### src/rtl/user_io_pkg.sv
// Shared command codes, event types and the event bundle
// used by the oversampled IO-controller SPI slave.
package user_io_pkg;

  localparam logic [7:0] CMD_BUT_SW   = 8'h01;
  localparam logic [7:0] CMD_MOUSE    = 8'h04;
  localparam logic [7:0] CMD_KBD      = 8'h05;
  localparam logic [7:0] CMD_OSD_KBD  = 8'h06;
  localparam logic [7:0] CMD_STATUS   = 8'h1E;
  localparam logic [7:0] CMD_JOY_BASE = 8'h60;

  typedef enum logic [1:0] {
    EV_MOUSE_X = 2'd0,
    EV_MOUSE_Y = 2'd1,
    EV_KEY     = 2'd2,
    EV_OSD_KEY = 2'd3
  } ev_type_e;

  typedef struct packed {
    ev_type_e   kind;
    logic [7:0] data;
  } ev_t;

endpackage

### src/rtl/user_io_ev_fifo.sv
// Synchronous event FIFO, valid/ready read side, no fall-through.
// Writes into a full FIFO are dropped unless a pop happens in the same cycle.
module user_io_ev_fifo #(
  parameter int W     = 10,
  parameter int DEPTH = 8
) (
  input  logic         clk,
  input  logic         rst_n,
  input  logic         push,
  input  logic [W-1:0] wdata,
  output logic         rd_valid,
  input  logic         rd_ready,
  output logic [W-1:0] rdata,
  output logic         overflow
);

  localparam int AW = $clog2(DEPTH);
  localparam logic [AW:0] ONE = (AW + 1)'(1);

  logic [W-1:0] mem_q [DEPTH];
  logic [W-1:0] mem_d [DEPTH];
  logic [AW:0]  wr_q, wr_d;
  logic [AW:0]  rd_q, rd_d;
  logic         ovf_q, ovf_d;
  logic         empty, full, pop, wr_en;

  always_comb begin
    empty = (wr_q == rd_q);
    full  = (wr_q[AW] != rd_q[AW]) &&
            (wr_q[AW-1:0] == rd_q[AW-1:0]);
    pop   = !empty && rd_ready;
    wr_en = push && (!full || pop);
    mem_d = mem_q;
    wr_d  = wr_q;
    rd_d  = rd_q;
    if (wr_en) begin
      mem_d[wr_q[AW-1:0]] = wdata;
      wr_d = wr_q + ONE;
    end
    if (pop) begin
      rd_d = rd_q + ONE;
    end
    ovf_d = push && !wr_en;
  end

  always_ff @(posedge clk) begin
    if (!rst_n) begin
      mem_q <= '{default: '0};
      wr_q  <= '0;
      rd_q  <= '0;
      ovf_q <= 1'b0;
    end else begin
      mem_q <= mem_d;
      wr_q  <= wr_d;
      rd_q  <= rd_d;
      ovf_q <= ovf_d;
    end
  end

  assign rd_valid = !empty;
  assign rdata    = mem_q[rd_q[AW-1:0]];
  assign overflow = ovf_q;

endmodule

### src/rtl/user_io_ovs.sv
// IO-controller SPI slave, oversampled in clk_sys: decodes commands
// into buttons, joysticks, status and a buffered key/mouse event stream.
module user_io_ovs
  import user_io_pkg::*;
#(
  parameter int NUM_JOY     = 2,
  parameter int JOY_W       = 16,
  parameter int FIFO_DEPTH  = 8,
  parameter int SYNC_STAGES = 2
) (
  input  logic                     clk_sys,
  input  logic                     rst_n,
  input  logic                     spi_clk,
  input  logic                     spi_ss_io,
  input  logic                     spi_mosi,
  output logic                     spi_miso,
  output logic                     spi_miso_oe,
  input  logic [7:0]               core_type,
  output logic [NUM_JOY*JOY_W-1:0] joy,
  output logic [1:0]               buttons,
  output logic [1:0]               switches,
  output logic [3:0]               conf,
  output logic [31:0]              status,
  output logic                     status_strobe,
  output logic [2:0]               mouse_buttons,
  output logic                     ev_valid,
  input  logic                     ev_ready,
  output logic [1:0]               ev_type,
  output logic [7:0]               ev_data,
  output logic                     ev_overflow
);

  localparam int S  = SYNC_STAGES;
  localparam int JB = JOY_W / 8;

  logic [S-1:0] sck_q, sck_d;
  logic [S-1:0] ss_q, ss_d;
  logic [S-1:0] mosi_q, mosi_d;

  logic       active_q, active_d;
  logic       miso_q, miso_d;
  logic [2:0] bit_cnt_q, bit_cnt_d;
  logic [6:0] sr_q, sr_d;
  logic [7:0] byte_cnt_q, byte_cnt_d;
  logic       byte_vld_q, byte_vld_d;
  logic [7:0] byte_q, byte_d;
  logic [7:0] byte_idx_q, byte_idx_d;
  logic [7:0] cmd_q, cmd_d;
  logic [23:0] shadow_q, shadow_d;
  logic [7:0] but_sw_q, but_sw_d;
  logic [NUM_JOY*JOY_W-1:0] joy_q, joy_d;
  logic [31:0] status_q, status_d;
  logic       strobe_q, strobe_d;
  logic [2:0] mbtn_q, mbtn_d;

  logic sck_rise, sck_fall, ss_fall, ss_high, mosi_s;
  logic ev_push;
  ev_t  ev_in, ev_out;

  assign sck_rise = sck_q[S-2] && !sck_q[S-1];
  assign sck_fall = !sck_q[S-2] && sck_q[S-1];
  assign ss_fall  = !ss_q[S-2] && ss_q[S-1];
  assign ss_high  = ss_q[S-2];
  assign mosi_s   = mosi_q[S-1];

  always_comb begin
    sck_d  = {sck_q[S-2:0], spi_clk};
    ss_d   = {ss_q[S-2:0], spi_ss_io};
    mosi_d = {mosi_q[S-2:0], spi_mosi};

    active_d   = active_q;
    miso_d     = miso_q;
    bit_cnt_d  = bit_cnt_q;
    sr_d       = sr_q;
    byte_cnt_d = byte_cnt_q;
    byte_vld_d = 1'b0;
    byte_d     = byte_q;
    byte_idx_d = byte_idx_q;
    cmd_d      = cmd_q;
    shadow_d   = shadow_q;
    but_sw_d   = but_sw_q;
    joy_d      = joy_q;
    status_d   = status_q;
    strobe_d   = 1'b0;
    mbtn_d     = mbtn_q;
    ev_push    = 1'b0;
    ev_in      = '0;
    ev_in.data = byte_q;

    // Command decode runs one cycle behind byte completion
    if (byte_vld_q) begin
      if (byte_idx_q == 8'd0) begin
        cmd_d = byte_q;
      end else begin
        unique case (1'b1)
          (cmd_q == CMD_BUT_SW): begin
            if (byte_idx_q == 8'd1) but_sw_d = byte_q;
          end
          (cmd_q == CMD_MOUSE): begin
            case (byte_idx_q)
              8'd1: begin
                ev_push    = 1'b1;
                ev_in.kind = EV_MOUSE_X;
              end
              8'd2: begin
                ev_push    = 1'b1;
                ev_in.kind = EV_MOUSE_Y;
              end
              8'd3:    mbtn_d = byte_q[2:0];
              default: ;
            endcase
          end
          (cmd_q == CMD_KBD): begin
            ev_push    = 1'b1;
            ev_in.kind = EV_KEY;
          end
          (cmd_q == CMD_OSD_KBD): begin
            ev_push    = 1'b1;
            ev_in.kind = EV_OSD_KEY;
          end
          (cmd_q == CMD_STATUS): begin
            case (byte_idx_q)
              8'd1: shadow_d[7:0]   = byte_q;
              8'd2: shadow_d[15:8]  = byte_q;
              8'd3: shadow_d[23:16] = byte_q;
              8'd4: begin
                status_d = {byte_q, shadow_q};
                strobe_d = 1'b1;
              end
              default: ;
            endcase
          end
          default: begin
            for (int i = 0; i < NUM_JOY; i++) begin
              for (int b = 0; b < JB; b++) begin
                if (cmd_q == CMD_JOY_BASE + 8'(i) &&
                    byte_idx_q == 8'(b + 1))
                  joy_d[i*JOY_W + b*8 +: 8] = byte_q;
              end
            end
          end
        endcase
      end
    end

    if (ss_high) begin
      active_d   = 1'b0;
      miso_d     = 1'b0;
      bit_cnt_d  = '0;
      byte_cnt_d = '0;
      cmd_d      = '0;
      shadow_d   = '0;
    end else if (ss_fall) begin
      active_d   = 1'b1;
      miso_d     = core_type[7];
      bit_cnt_d  = '0;
      byte_cnt_d = '0;
    end else if (active_q) begin
      if (sck_rise) begin
        sr_d      = {sr_q[5:0], mosi_s};
        bit_cnt_d = bit_cnt_q + 3'd1;
        if (bit_cnt_q == 3'd7) begin
          byte_vld_d = 1'b1;
          byte_d     = {sr_q, mosi_s};
          byte_idx_d = byte_cnt_q;
          if (byte_cnt_q != 8'hFF)
            byte_cnt_d = byte_cnt_q + 8'd1;
        end
      end
      // Only byte 0 carries data back: the core type, MSB first
      if (sck_fall)
        miso_d = (byte_cnt_q == 8'd0) ? core_type[~bit_cnt_q] : 1'b0;
    end
  end

  always_ff @(posedge clk_sys) begin
    if (!rst_n) begin
      sck_q      <= '0;
      ss_q       <= '0;
      mosi_q     <= '0;
      active_q   <= 1'b0;
      miso_q     <= 1'b0;
      bit_cnt_q  <= '0;
      sr_q       <= '0;
      byte_cnt_q <= '0;
      byte_vld_q <= 1'b0;
      byte_q     <= '0;
      byte_idx_q <= '0;
      cmd_q      <= '0;
      shadow_q   <= '0;
      but_sw_q   <= '0;
      joy_q      <= '0;
      status_q   <= '0;
      strobe_q   <= 1'b0;
      mbtn_q     <= '0;
    end else begin
      sck_q      <= sck_d;
      ss_q       <= ss_d;
      mosi_q     <= mosi_d;
      active_q   <= active_d;
      miso_q     <= miso_d;
      bit_cnt_q  <= bit_cnt_d;
      sr_q       <= sr_d;
      byte_cnt_q <= byte_cnt_d;
      byte_vld_q <= byte_vld_d;
      byte_q     <= byte_d;
      byte_idx_q <= byte_idx_d;
      cmd_q      <= cmd_d;
      shadow_q   <= shadow_d;
      but_sw_q   <= but_sw_d;
      joy_q      <= joy_d;
      status_q   <= status_d;
      strobe_q   <= strobe_d;
      mbtn_q     <= mbtn_d;
    end
  end

  user_io_ev_fifo #(
    .W     ($bits(ev_t)),
    .DEPTH (FIFO_DEPTH)
  ) u_fifo (
    .clk      (clk_sys),
    .rst_n    (rst_n),
    .push     (ev_push),
    .wdata    (ev_in),
    .rd_valid (ev_valid),
    .rd_ready (ev_ready),
    .rdata    (ev_out),
    .overflow (ev_overflow)
  );

  assign spi_miso      = miso_q;
  assign spi_miso_oe   = active_q;
  assign joy           = joy_q;
  assign buttons       = but_sw_q[1:0];
  assign switches      = but_sw_q[3:2];
  assign conf          = but_sw_q[7:4];
  assign status        = status_q;
  assign status_strobe = strobe_q;
  assign mouse_buttons = mbtn_q;
  assign ev_type       = ev_out.kind;
  assign ev_data       = ev_out.data;

endmodule

### config.mk
export PLATFORM = sky130hd
export DESIGN_NAME = user_io_ovs
export DESIGN_NICKNAME = d
export VERILOG_FILES = /design/src/rtl/user_io_pkg.sv /design/src/rtl/user_io_ev_fifo.sv /design/src/rtl/user_io_ovs.sv
export SDC_FILE = /design/constraint.sdc
export NUM_CORES = 1
export LEC_CHECK = 0
export BUFFER_PORTS_ARGS = -buffer_cell sky130_fd_sc_hd__buf_2
export CAP_MARGIN = 15
export CORE_MARGIN = 3
export CORE_UTILIZATION = 46
export DETAILED_ROUTE_END_ITERATION = 12
export HOLD_SLACK_MARGIN = 0.1
export SYNTH_ARGS = -nofsm -noshare
export SYNTH_HDL_FRONTEND = slang
export SYNTH_SLANG_ARGS = --single-unit
### constraint.sdc
create_clock -name clk_sys -period 2.66 [get_ports clk_sys]
set_input_delay 0.133 -clock clk_sys [delete_from_list [all_inputs] [get_ports clk_sys]]
set_output_delay 0.133 -clock clk_sys [all_outputs]
set_load 0.01 [all_outputs]
==> results of run 1 <==
## area by class of cell
cell class	count	area (µm²)	area share [%]
Clock buffer	40	795	6.95
Clock inverter	4	48.8	0.427
Inverter	6	22.5	0.197
Multi-Input combinational cell	673	4520	39.5
Sequential cell	240	4800	42.0
Tap cell	270	338	2.95
Timing Repair Buffer	148	903	7.90
## report_power, final
part / switching [µW] / internal (µW) / total (µW)
logic: 76.0 / 31.8 / 108
clock network: 1410 / 2130 / 3550
registers: 4.19 / 3600 / 3600
total: 1490 / 5770 / 7260
## sequential cells by signal (all words and copies together), names as in the netlist, 7 cells and up
signal / flops
byte_q: 8
sr_q: 7
byte_cnt_q: 8
joy: 32
shadow_q: 24
status: 32
byte_idx_q: 8
u_fifo.mem_q: 80
but_sw_q: 8
cmd_q: 8
## worst paths after layout
path	from	endpoint	depth (start not counted)
max	cmd_q[7]	joy[4]	5
min	core_type[5]	spi_miso	6
max reg2reg	cmd_q[7]	joy[4]	5
min reg2reg	mosi_q[0]	mosi_q[1]	1
## metal layers
layer | global-route usage, % | vias up
met3 | 2.93 | 31
li1 | - | 3566
met1 | 30.0 | 3396
met5 | 0 | -
met2 | 31.7 | 121
met4 | 4.26 | 0
## kinds of logic after synthesis
group                    after synthesis  share of synthesized area (%)
buffers and inverters                 83                           3.98
AO/OA/AOI/OAI                         81                           4.77
multiplexers                         186                           22.1
AND/OR/NAND/NOR                      385                           17.5
XOR/XNOR                              15                           1.35
adder cells (fa/ha/maj)                6                          0.773
flip-flops                           240                           49.5
## stage by stage
| step | instances | cell area (µm²) | hold WS (ns) | total power [µW] | worst slack, ns |
|---|---|---|---|---|---|
| after global placement | 1328 | 10500 | 0.340 | 3780 | 0.255 |
| final | 1381 | 11400 | 0.347 | 7260 | 0.169 |
| after CTS | 1381 | 11400 | 0.337 | 7330 | 0.164 |
| after detailed placement | 1328 | 10500 | 0.343 | 3780 | 0.222 |
| after floorplan | 996 | 9710 | 0.260 | 3750 | 0.520 |
| after global routing | 1381 | 11400 | 0.419 | 7480 | 0.0295 |
## tightest hold or removal path, delay by kind of cell
| family | cells | cell delay [ns] |
|---|---|---|
| buf+inv | 1 | 0.07 |
| mux | 2 | 0.27 |
| compound gates | 1 | 0.07 |
| simple gates | 2 | 0.28 |
## layout by cell type, fill, tap and decap left out, drive strengths merged, types with 4 or more instances in the layout
cell type    netlist  layout
nand2            250     250
dfxtp            240     240
mux2i            154     154
buf               21     139
a21oi             60      60
nor2              55      55
clkbuf            56      40
mux4              22      22
nand3             19      19
o21ai             11      11
mux2              10      10
nor3               9       9
xnor2              9       9
dlygate4sd3        0       9
and2               9       9
xor2               6       6
ha                 6       6
inv                6       6
nand4              6       6
nand2b             5       5
and3               5       5
or3                4       4
a2111oi            4       4
==> run_results.csv, run 1 <==
group,metric,value,unit
critical_path,critical_path.max_fanout,8,
timing,timing.max_slew.rel_slack,40.6,%
layout,post-route-util,55.8,%
synthesis,synthFlopType,"sky130_fd_sc_hd__dfxtp_1",
timing,final_max_slew_viol_count,0,
clocking,cts_inserted_buffers,26,
flow_run,max-cap-violations,0,
floorplanning,die_width,151,µm
global_routing,grt_max_degree,46,
drt,routedWlPerCell,16.7,µm
clocking,cts.root.buffer_cell,"sky130_fd_sc_hd__clkbuf_16",
pwr,p_leak,0.00514,µW
synthesis,ys_top_cells_by_area,"sky130_fd_sc_hd__dfxtp_1 (49%), sky130_fd_sc_hd__mux2i_1 (16%), sky130_fd_sc_hd__nand2_1 (9.6%), sky130_fd_sc_hd__mux4_2 (5.1%), sky130_fd_sc_hd__a21oi_1 (3.0%)",
floorplanning,die_area,0.0229,mm²
synthesis,yosysTopAreaCell,"sky130_fd_sc_hd__dfxtp_1",
critical_path,timing.critical_path.buf_inv,0,
timing,tightest_slew,0.890,ns
floorplanning,core_region_area,0.0205,mm²
floorplanning,initial_standard_cell_utilization_of_the_core,47.4,%
critical_path,crit_family,"simple AND/OR/NAND/NOR gates",
synthesis,synth.top_cells.by_count,"sky130_fd_sc_hd__nand2_1 (248), sky130_fd_sc_hd__dfxtp_1 (240), sky130_fd_sc_hd__mux2i_1 (154)",
critical_path,timing_worst_setup_path_type,"reg2reg",
synthesis,syn_area_per_cell,9.75,µm²
critical_path,cpMostUsedCell,"sky130_fd_sc_hd__and3_1",
global_routing,grt_overflow_total,0,
clocking,clock_insertion_delay_worst_skew,0.53,ns
timing,achievable-frequency,402,MHz
placed_design,gpl.final_weighted_congestion,0.772,
placed_design,hpwl,14900,µm
synthesis,synth_most_common_cell,"sky130_fd_sc_hd__nand2_1",
drt,remaining_drc_errors,0,
clocking,cts_setup_buffers,0,
global_routing,track_usage,20.3,%
critical_path,crit_path_max_incr_delay,0.56,ns
layout,layout.nets,1115,
critical_path,cp-start-kind,"flip-flop",
drt,detail_route.first_pass.iterations,4,
floorplanning,die_h,151,µm
layout,num-fill-cells,1886,
timing,min_period,2.49,ns
drt,vias,7114,
placed_design,port_buffers,103,
layout,layout-drive-gt1-share,20.1,%
drt,wl_met1,11300,µm
pwr,power-per-cell-area,635,mW/mm²
critical_path,r2r_setup_slk,0.17,ns
synthesis,synth.net_count,1016,
critical_path,worst-endpoint-required,3.09,ns
clocking,clkSinkCount,240,
drt,maxUsedRoutingLayer,"met4",
clocking,cts-root-to-sink-buffers,3,
timing,finalHoldViolCount,0,
synthesis,netlist_area,0.00971,mm²
timing,rsz_0062_raised_after_global_routing,"no",
drt,vias_per_cell,5.15,
synthesis,synth_edf_count,0,
critical_path,arrival,2.92,ns
critical_path,endpoint_kind,"flip-flop",
clocking,cts_resized,0,
pwr,vdd.ir_drop.worst,0.000478,V
outcome,outcome,"complete, no violations",
drt,detail-route-antenna-nets,0,
global_routing,grt_pass1_vias,6842,
synthesis,synth-async-reset-ratio,0,%
synthesis,register_area_share_after_synthesis,49.5,%
clocking,cts.hold.buffers_added,9,
drt,routed_wirelength,23100,µm
critical_path,critical-path-slowest-cell,"sky130_fd_sc_hd__or4b_4",
timing,setup_viol,0,
worst_hold_path,holdCritPathClass,"in2reg",
layout,area_growth,17.7,%
drt,met3WireLength,929,µm
synthesis,synthCells,996,
synthesis,yosysWarnings,0,
drt,drtIter0Drc,385,
layout,antenna_cells,0,
synthesis,synth.top_cell.area_share,49.5,%
timing,final.setup_skew,0.0198,ns
floorplanning,io_pins,104,
global_routing,grt_antenna_before_repair,0,
drt,routed-wl-met2,10500,µm
clocking,htree_levels,1,
clocking,tritoncts,"done",
synthesis,synth.lib_cells_used.distinct,51,
timing,layout_worst_path_cycle_share,93.6,%
timing,setup_tns,0,ns
synthesis,synth_register_bits,240,
floorplanning,placementRows,52,
clocking,clkSlewWorstSetupHoldPaths,0.06,ns
critical_path,cell_by_cell_listing_of_the_critical_path,"or4b_4 -> a2111oi_1 -> and3_1 -> and3_1 -> mux2i_1",
global_routing,grt_pass1_wl,37400,µm
No activity file was read; power rests on OpenSTA's default activity.
==> run 2: changes to the inputs <==
--- a/config.mk
+++ b/config.mk
@@ -9,6 +9,7 @@
 export CAP_MARGIN = 15
 export CORE_MARGIN = 3
 export CORE_UTILIZATION = 46
+export CTS_BUF_LIST = sky130_fd_sc_hd__clkbuf_2
 export DETAILED_ROUTE_END_ITERATION = 12
 export HOLD_SLACK_MARGIN = 0.1
 export SYNTH_ARGS = -nofsm -noshare
==> run 2 against run 1 <==
  * Sequential share of layout area is 1.1 points higher
  * Critical path depth decreased by 1
  * Die area did not move
  * Final cell count is 4.2% higher
  * Wire length rose by 1.2%
  * Core utilization fell by 1.4 points
  * Total power down 18%
  * Sequential cell count unchanged
  * Largest cell class unchanged
==> run_results.csv, run 2 (synthesis gave the netlist of run 1 again) <==
group,metric,value,unit
pwr,internal_power,4510,µW
global_routing,grt_antenna_before_repair,1,
placed_design,port_buffers,103,
floorplanning,io_pins,104,
clocking,clkSlewWorstSetupHoldPaths,0.11,ns
critical_path,arrival,2.35,ns
clocking,htree_levels,2,
global_routing,gr-usage-met1,29.4,%
placed_design,hpwl,14900,µm
pwr,swShare,24.5,%
critical_path,timing.critical_path.buf_inv,2,
layout,layout_commonest_cell,"sky130_fd_sc_hd__nand2_1",
layout,layout-drive-gt1-share,24.1,%
pwr,p_leak,0.00515,µW
layout,area_growth,14.8,%
critical_path,setup.worst_path.start,"u_fifo.rd_q[0]",
timing,layout_worst_path_cycle_share,93.5,%
critical_path,critical-path-slowest-cell,"sky130_fd_sc_hd__mux4_2",
timing,setup_viol,0,
floorplanning,placementRows,52,
timing,final_max_slew_viol_count,0,
timing,timing.max_slew.rel_slack,41.7,%
global_routing,grt_pass1_wl,37600,µm
flow_run,max-cap-violations,0,
timing,setup_tns,0,ns
drt,vias,7342,
worst_hold_path,worst_hold_startpoint,"rst_n",
timing,min_period,2.49,ns
drt,vias_per_cell,5.10,
placed_design,gpl.final_weighted_congestion,0.772,
drt,routedWlPerCell,16.2,µm
layout,layout.cells.non_filler,1439,
clocking,cts-root-to-sink-buffers,3,
pwr,part_of_the_total_power_dissipated_in_combinational_logic,1.9,%
critical_path,endpoint_kind,"output pin",
floorplanning,die_width,151,µm
pwr,pwr-share-seq,60.2,%
timing,tightest_slew,0.873,ns
timing,final.setup_skew,0.0429,ns
critical_path,crit_path_max_incr_delay,0.52,ns
layout,most-common-layout-cells,"sky130_fd_sc_hd__nand2_1 (248), sky130_fd_sc_hd__dfxtp_1 (239), sky130_fd_sc_hd__mux2i_1 (154), sky130_fd_sc_hd__buf_2 (102), sky130_fd_sc_hd__clkbuf_2 (92)",
drt,drtIter0Drc,362,
global_routing,grt_busiest_layer,"met2",
pwr,power-per-cell-area,536,mW/mm²
timing,rsz_0062_raised_after_global_routing,"no",
clocking,cts.root.buffer_cell,"sky130_fd_sc_hd__clkbuf_2",
pwr,power.switching,1470,µW
critical_path,cp-start-kind,"flip-flop",
global_routing,grt_overflow_total,0,
timing,finalHoldViolCount,0,
floorplanning,die_h,151,µm
worst_hold_path,holdCritPathClass,"in2reg",
floorplanning,die_area,0.0229,mm²
pwr,clock_power_share,37.9,%
layout,largest-register,"u_fifo.mem_q",
global_routing,grt_pass1_vias,7094,
timing,fin_hold_ws,0.324,ns
critical_path,critical_path.max_fanout,11,
outcome,outcome,"complete, no violations",
drt,detail-route-antenna-nets,0,
clocking,tritoncts,"done",
timing,achievable-frequency,402,MHz
global_routing,met3_use_gr,4.16,%
global_routing,track_usage,20.6,%
clocking,clock_insertion_delay_worst_skew,0.83,ns
layout,largest_register_ff_count,80,
floorplanning,initial_standard_cell_utilization_of_the_core,47.4,%
critical_path,cell_by_cell_listing_of_the_critical_path,"buf_12 -> mux4_2 -> mux2_2 -> buf_2",
pwr,vdd.ir_drop.worst,0.000267,V
critical_path,worst-endpoint-required,2.53,ns
layout,post-route-util,54.4,%
floorplanning,core_region_area,0.0205,mm²
critical_path,timing_worst_setup_path_type,"reg2out",
critical_path,critical_path.reg2reg.startpoint,"cmd_q[7]",
critical_path,crit_family,"multiplexers",
placed_design,place_inst,1328,
clocking,cts_inserted_buffers,60,
clocking,clkSinkCount,240,
layout,layout.nets,1156,
drt,remaining_drc_errors,0,
drt,routed_wirelength,23300,µm
drt,detail_route.first_pass.iterations,4,
global_routing,grt_max_degree,46,
global_routing,grt_use_met2,31.9,%
run 2: cell type report:
type / instances / area [µm²]
Fill cell: 1964 / 9340
Sequential cell: 240 / 4810
Multi-Input combinational cell: 673 / 4520
Timing Repair Buffer: 155 / 988
Clock buffer: 92 / 460
Tap cell: 270 / 338
Inverter: 6 / 22.5
Clock inverter: 2 / 7.51
Antenna cell: 1 / 2.50
run 2: metrics by stage:
stage	power (µW)	cell area, µm²	setup WS, ns
after floorplan	3750	9710	0.520
after global placement	3780	10500	0.255
after detailed placement	3780	10500	0.222
after CTS	6070	11200	0.00348
after global routing	6250	11200	0.0373
final	5980	11200	0.172
run 2: worst min-delay path: cells and delay by family:
family                 cells  cell delay [ns]
muxes                      1             0.05
and+or+nand+nor            1             0.11
buffers and inverters      2             0.79
run 2: final timing paths:
path,cells past startpoint,slack (ns),endpoint
worst min-delay path,4,0.32,u_fifo.mem_q[31]
worst min register to register,2,0.45,status[21]
worst max-delay path,4,0.17,ev_data[7]
worst max register to register,6,0.28,u_fifo.mem_q[62]
run 2: power by group through the flow:
stage / clock, µW / combinational [µW] / sequential (µW)
2_1_floorplan: 0 / 64.3 / 3680
3_3_place_gp: 0 / 98.4 / 3680
3_5_place_dp: 0 / 99.0 / 3680
4_1_cts: 2350 / 114 / 3600
5_1_grt: 2520 / 125 / 3600
6_report: 2270 / 113 / 3600
run 2: timing repair:
item | CTS | global route
buffers inserted | 1 | 0
endpoints found under the hold margin | 154 | 0
hold buffers | 14 | 0
cloned | 1 | 0
endpoints found under the setup margin | 10 | 11
gates resized for setup | 2 | 2
run 2: layer usage:
layer / up-vias / wire length, µm / part of all wire (%)
li1: 3681 / - / -
met1: 3473 / 11300 / 48
met2: 161 / 10600 / 45
met3: 27 / 1160 / 5.0
met4: 0 / 270 / 1.2
met5: - / 0 / 0
==> run 3: changes to the inputs <==
--- a/config.mk
+++ b/config.mk
@@ -7,11 +7,13 @@
 export LEC_CHECK = 0
 export BUFFER_PORTS_ARGS = -buffer_cell sky130_fd_sc_hd__buf_2
 export CAP_MARGIN = 15
+export CORE_ASPECT_RATIO = 1.2
 export CORE_MARGIN = 3
 export CORE_UTILIZATION = 46
 export CTS_BUF_LIST = sky130_fd_sc_hd__clkbuf_2
 export DETAILED_ROUTE_END_ITERATION = 12
 export HOLD_SLACK_MARGIN = 0.1
+export REMOVE_ABC_BUFFERS = 1
 export SYNTH_ARGS = -nofsm -noshare
 export SYNTH_HDL_FRONTEND = slang
 export SYNTH_SLANG_ARGS = --single-unit
==> run 3 against run 2 <==
  * Clock skew up 0.0039 ns
  * Sequential cell count unchanged
  * Wire length down 2.8%
  * Non-clock buffer count down 3
  * Critical endpoint is now joy[25]
  * Final area down 0.21%
==> run_results.csv, run 3 (synthesis gave the netlist of run 1 again) <==
group,metric,value,unit
layout,layout.cells.non_filler,1428,
placed_design,gpl.final_weighted_congestion,0.797,
pwr,pwr-share-seq,59.1,%
critical_path,critical_path.reg2reg.startpoint,"cmd_q[7]",
timing,layout_setup_ws,0.168,ns
clocking,tritoncts,"done",
pwr,p_leak,0.00512,µW
layout,layout_commonest_cell,"sky130_fd_sc_hd__nand2_1",
layout,num-fill-cells,1927,
pwr,part_of_the_total_power_dissipated_in_combinational_logic,1.9,%
clocking,clkSinkCount,240,
pwr,power-per-cell-area,548,mW/mm²
layout,area_growth,14.6,%
floorplanning,placementRows,57,
timing,fin_hold_ws,0.403,ns
placed_design,place_inst,1321,
placed_design,port_buffers,103,
pwr,internal_power,4620,µW
clocking,cts-root-to-sink-buffers,3,
drt,routed_wirelength,22700,µm
drt,vias_per_cell,5.11,
critical_path,reg2reg_to,"joy[25]",
worst_hold_path,timing.hold.worst_endpoint,"u_fifo.rd_q[1]",
timing,finalHoldViolCount,0,
global_routing,met3_use_gr,3.72,%
floorplanning,core_region_area,0.0205,mm²
clocking,htree_levels,2,
layout,largest-register,"u_fifo.mem_q",
global_routing,grt_pass1_vias,7392,
drt,vias,7300,
pwr,clock_power_share,39.1,%
global_routing,grt_busiest_layer,"met2",
clocking,clkSlewWorstSetupHoldPaths,0.10,ns
placed_design,hpwl,14900,µm
floorplanning,io_pins,104,
critical_path,arrival,3.20,ns
timing,layout_worst_path_cycle_share,93.7,%
global_routing,grt_max_degree,50,
drt,detail_route.first_pass.iterations,4,
clocking,cts_setup_buffers,0,
timing,tightest_slew,0.746,ns
clocking,clock_insertion_delay_worst_skew,0.82,ns
layout,most-common-layout-cells,"sky130_fd_sc_hd__nand2_1 (248), sky130_fd_sc_hd__dfxtp_1 (240), sky130_fd_sc_hd__mux2i_1 (154), sky130_fd_sc_hd__buf_2 (102), sky130_fd_sc_hd__clkbuf_2 (81)",
worst_hold_path,worstHoldPathCells,6,
clocking,cts.root.buffer_cell,"sky130_fd_sc_hd__clkbuf_2",
global_routing,grt_antenna_before_repair,1,
global_routing,grt_overflow_total,0,
flow_run,max-cap-violations,0,
timing,timing.max_slew.rel_slack,50.1,%
floorplanning,die_width,139,µm
pwr,vdd.ir_drop.worst,0.000305,V
placed_design,placed_cell_area,0.0105,mm²
floorplanning,initial_standard_cell_utilization_of_the_core,47.5,%
worst_hold_path,holdCritPathClass,"in2reg",
critical_path,cp-start-kind,"flip-flop",
critical_path,endpoint_kind,"flip-flop",
layout,ff_latch_area,0.00480,mm²
outcome,outcome,"complete, no violations",
timing,final_max_slew_viol_count,0,
critical_path,r2r_setup_slk,0.17,ns
global_routing,grt_pass1_wl,37400,µm
drt,drtIter0Drc,292,
clocking,cts_inserted_buffers,58,
worst_hold_path,worst_hold_startpoint,"ev_ready",
layout,layout-drive-gt1-share,23.0,%
critical_path,timing_worst_setup_path_type,"reg2reg",
critical_path,critical_path.max_fanout,8,
timing,achievable-frequency,401,MHz
layout,layout.nets,1151,
drt,remaining_drc_errors,0,
placed_design,dpl_worst_slack,0.240,ns
critical_path,worst-endpoint-required,3.37,ns
pwr,power.switching,1470,µW
timing,min_period,2.49,ns
pwr,design_power_total,6090,µW
floorplanning,die_h,165,µm
global_routing,gr-usage-met1,23.6,%
timing,final.setup_skew,0.0468,ns
floorplanning,die_area,0.0229,mm²
critical_path,r2r.worst_path.cells,5,
global_routing,grt_use_met2,36.4,%
drt,routedWlPerCell,15.9,µm
drt,detail-route-antenna-nets,0,
layout,final_cell_area,0.0111,mm²
layout,multi_input_area,0.00452,mm²
global_routing,track_usage,19.9,%
pwr,swShare,24.1,%
layout,largest_register_ff_count,80,
timing,setup_viol,0,
run 3: cell types whose count changed in the layout (fill, tap and decap cells not counted), moves of 2 or more:
cell                        before  now
sky130_fd_sc_hd__buf_4          36   32
sky130_fd_sc_hd__bufinv_16       0    2
sky130_fd_sc_hd__clkbuf_2       92   81
sky130_fd_sc_hd__clkinv_1        2    7
run 3: final cells by class:
cell class                 count  area share, %
sequential                   240           43.2
multi-input combinational    673           40.6
timing repair buffer         152           8.51
clock buffer                  81           3.64
tap                          265           2.98
clock inverter                10          0.821
inverter                       6          0.202
antenna                        1         0.0225
run 3: what timing repair did:
item / CTS / global route
hold endpoints to repair: 110 / 0
endpoints found under the setup margin: 0 / 7
hold buffers: 15 / 0
resized for setup: 0 / 3
run 3: per-stage QoR:
stage | setup TNS [ns] | util [%]
2_1_floorplan | 0 | -
3_3_place_gp | 0 | 51.1
3_5_place_dp | 0 | 51.1
4_1_cts | 0 | 54.3
5_1_grt | -0.00261 | 54.4
6_report | 0 | 54.4
run 3: per-layer routing:
metal | wire length, µm | vias to the layer above
met5 | 0 | -
met2 | 11500 | 134
met4 | 521 | 0
met3 | 795 | 45
li1 | - | 3662
met1 | 9850 | 3459
run 3: how the worst max path moves through the flow:
| stage | from | to | slack (ns) | cells past startpoint |
|---|---|---|---|---|
| after global placement | cmd_q[7] | joy[26] | 0.27 | 5 |
| after detailed placement | cmd_q[7] | joy[25] | 0.24 | 5 |
| final | cmd_q[7] | joy[25] | 0.17 | 5 |
| after floorplan | u_fifo.rd_q[0] | u_fifo.mem_q[0] | 0.12 | 5 |
| after global routing | u_fifo.rd_q[0] | ev_data[6] | -0.003 | 4 |
| after CTS | u_fifo.rd_q[0] | ev_data[5] | 0.01 | 4 |
run 3: critical path: stages (launching register included):
cell and delay, ns:
sky130_fd_sc_hd__dfxtp_1 0.33, sky130_fd_sc_hd__or4b_4 0.56, sky130_fd_sc_hd__a2111oi_1 0.46, sky130_fd_sc_hd__and3_1 0.32, sky130_fd_sc_hd__and3_1 0.48, sky130_fd_sc_hd__mux2i_1 0.24
run 3: power by group through the flow:
stage,clock (µW),sequential (µW),combinational [µW]
final,2380,3600,114
after global routing,2640,3600,125
after CTS,2470,3600,114
after detailed placement,0,3680,98.7
after global placement,0,3680,98.7
after floorplan,0,3680,30.9
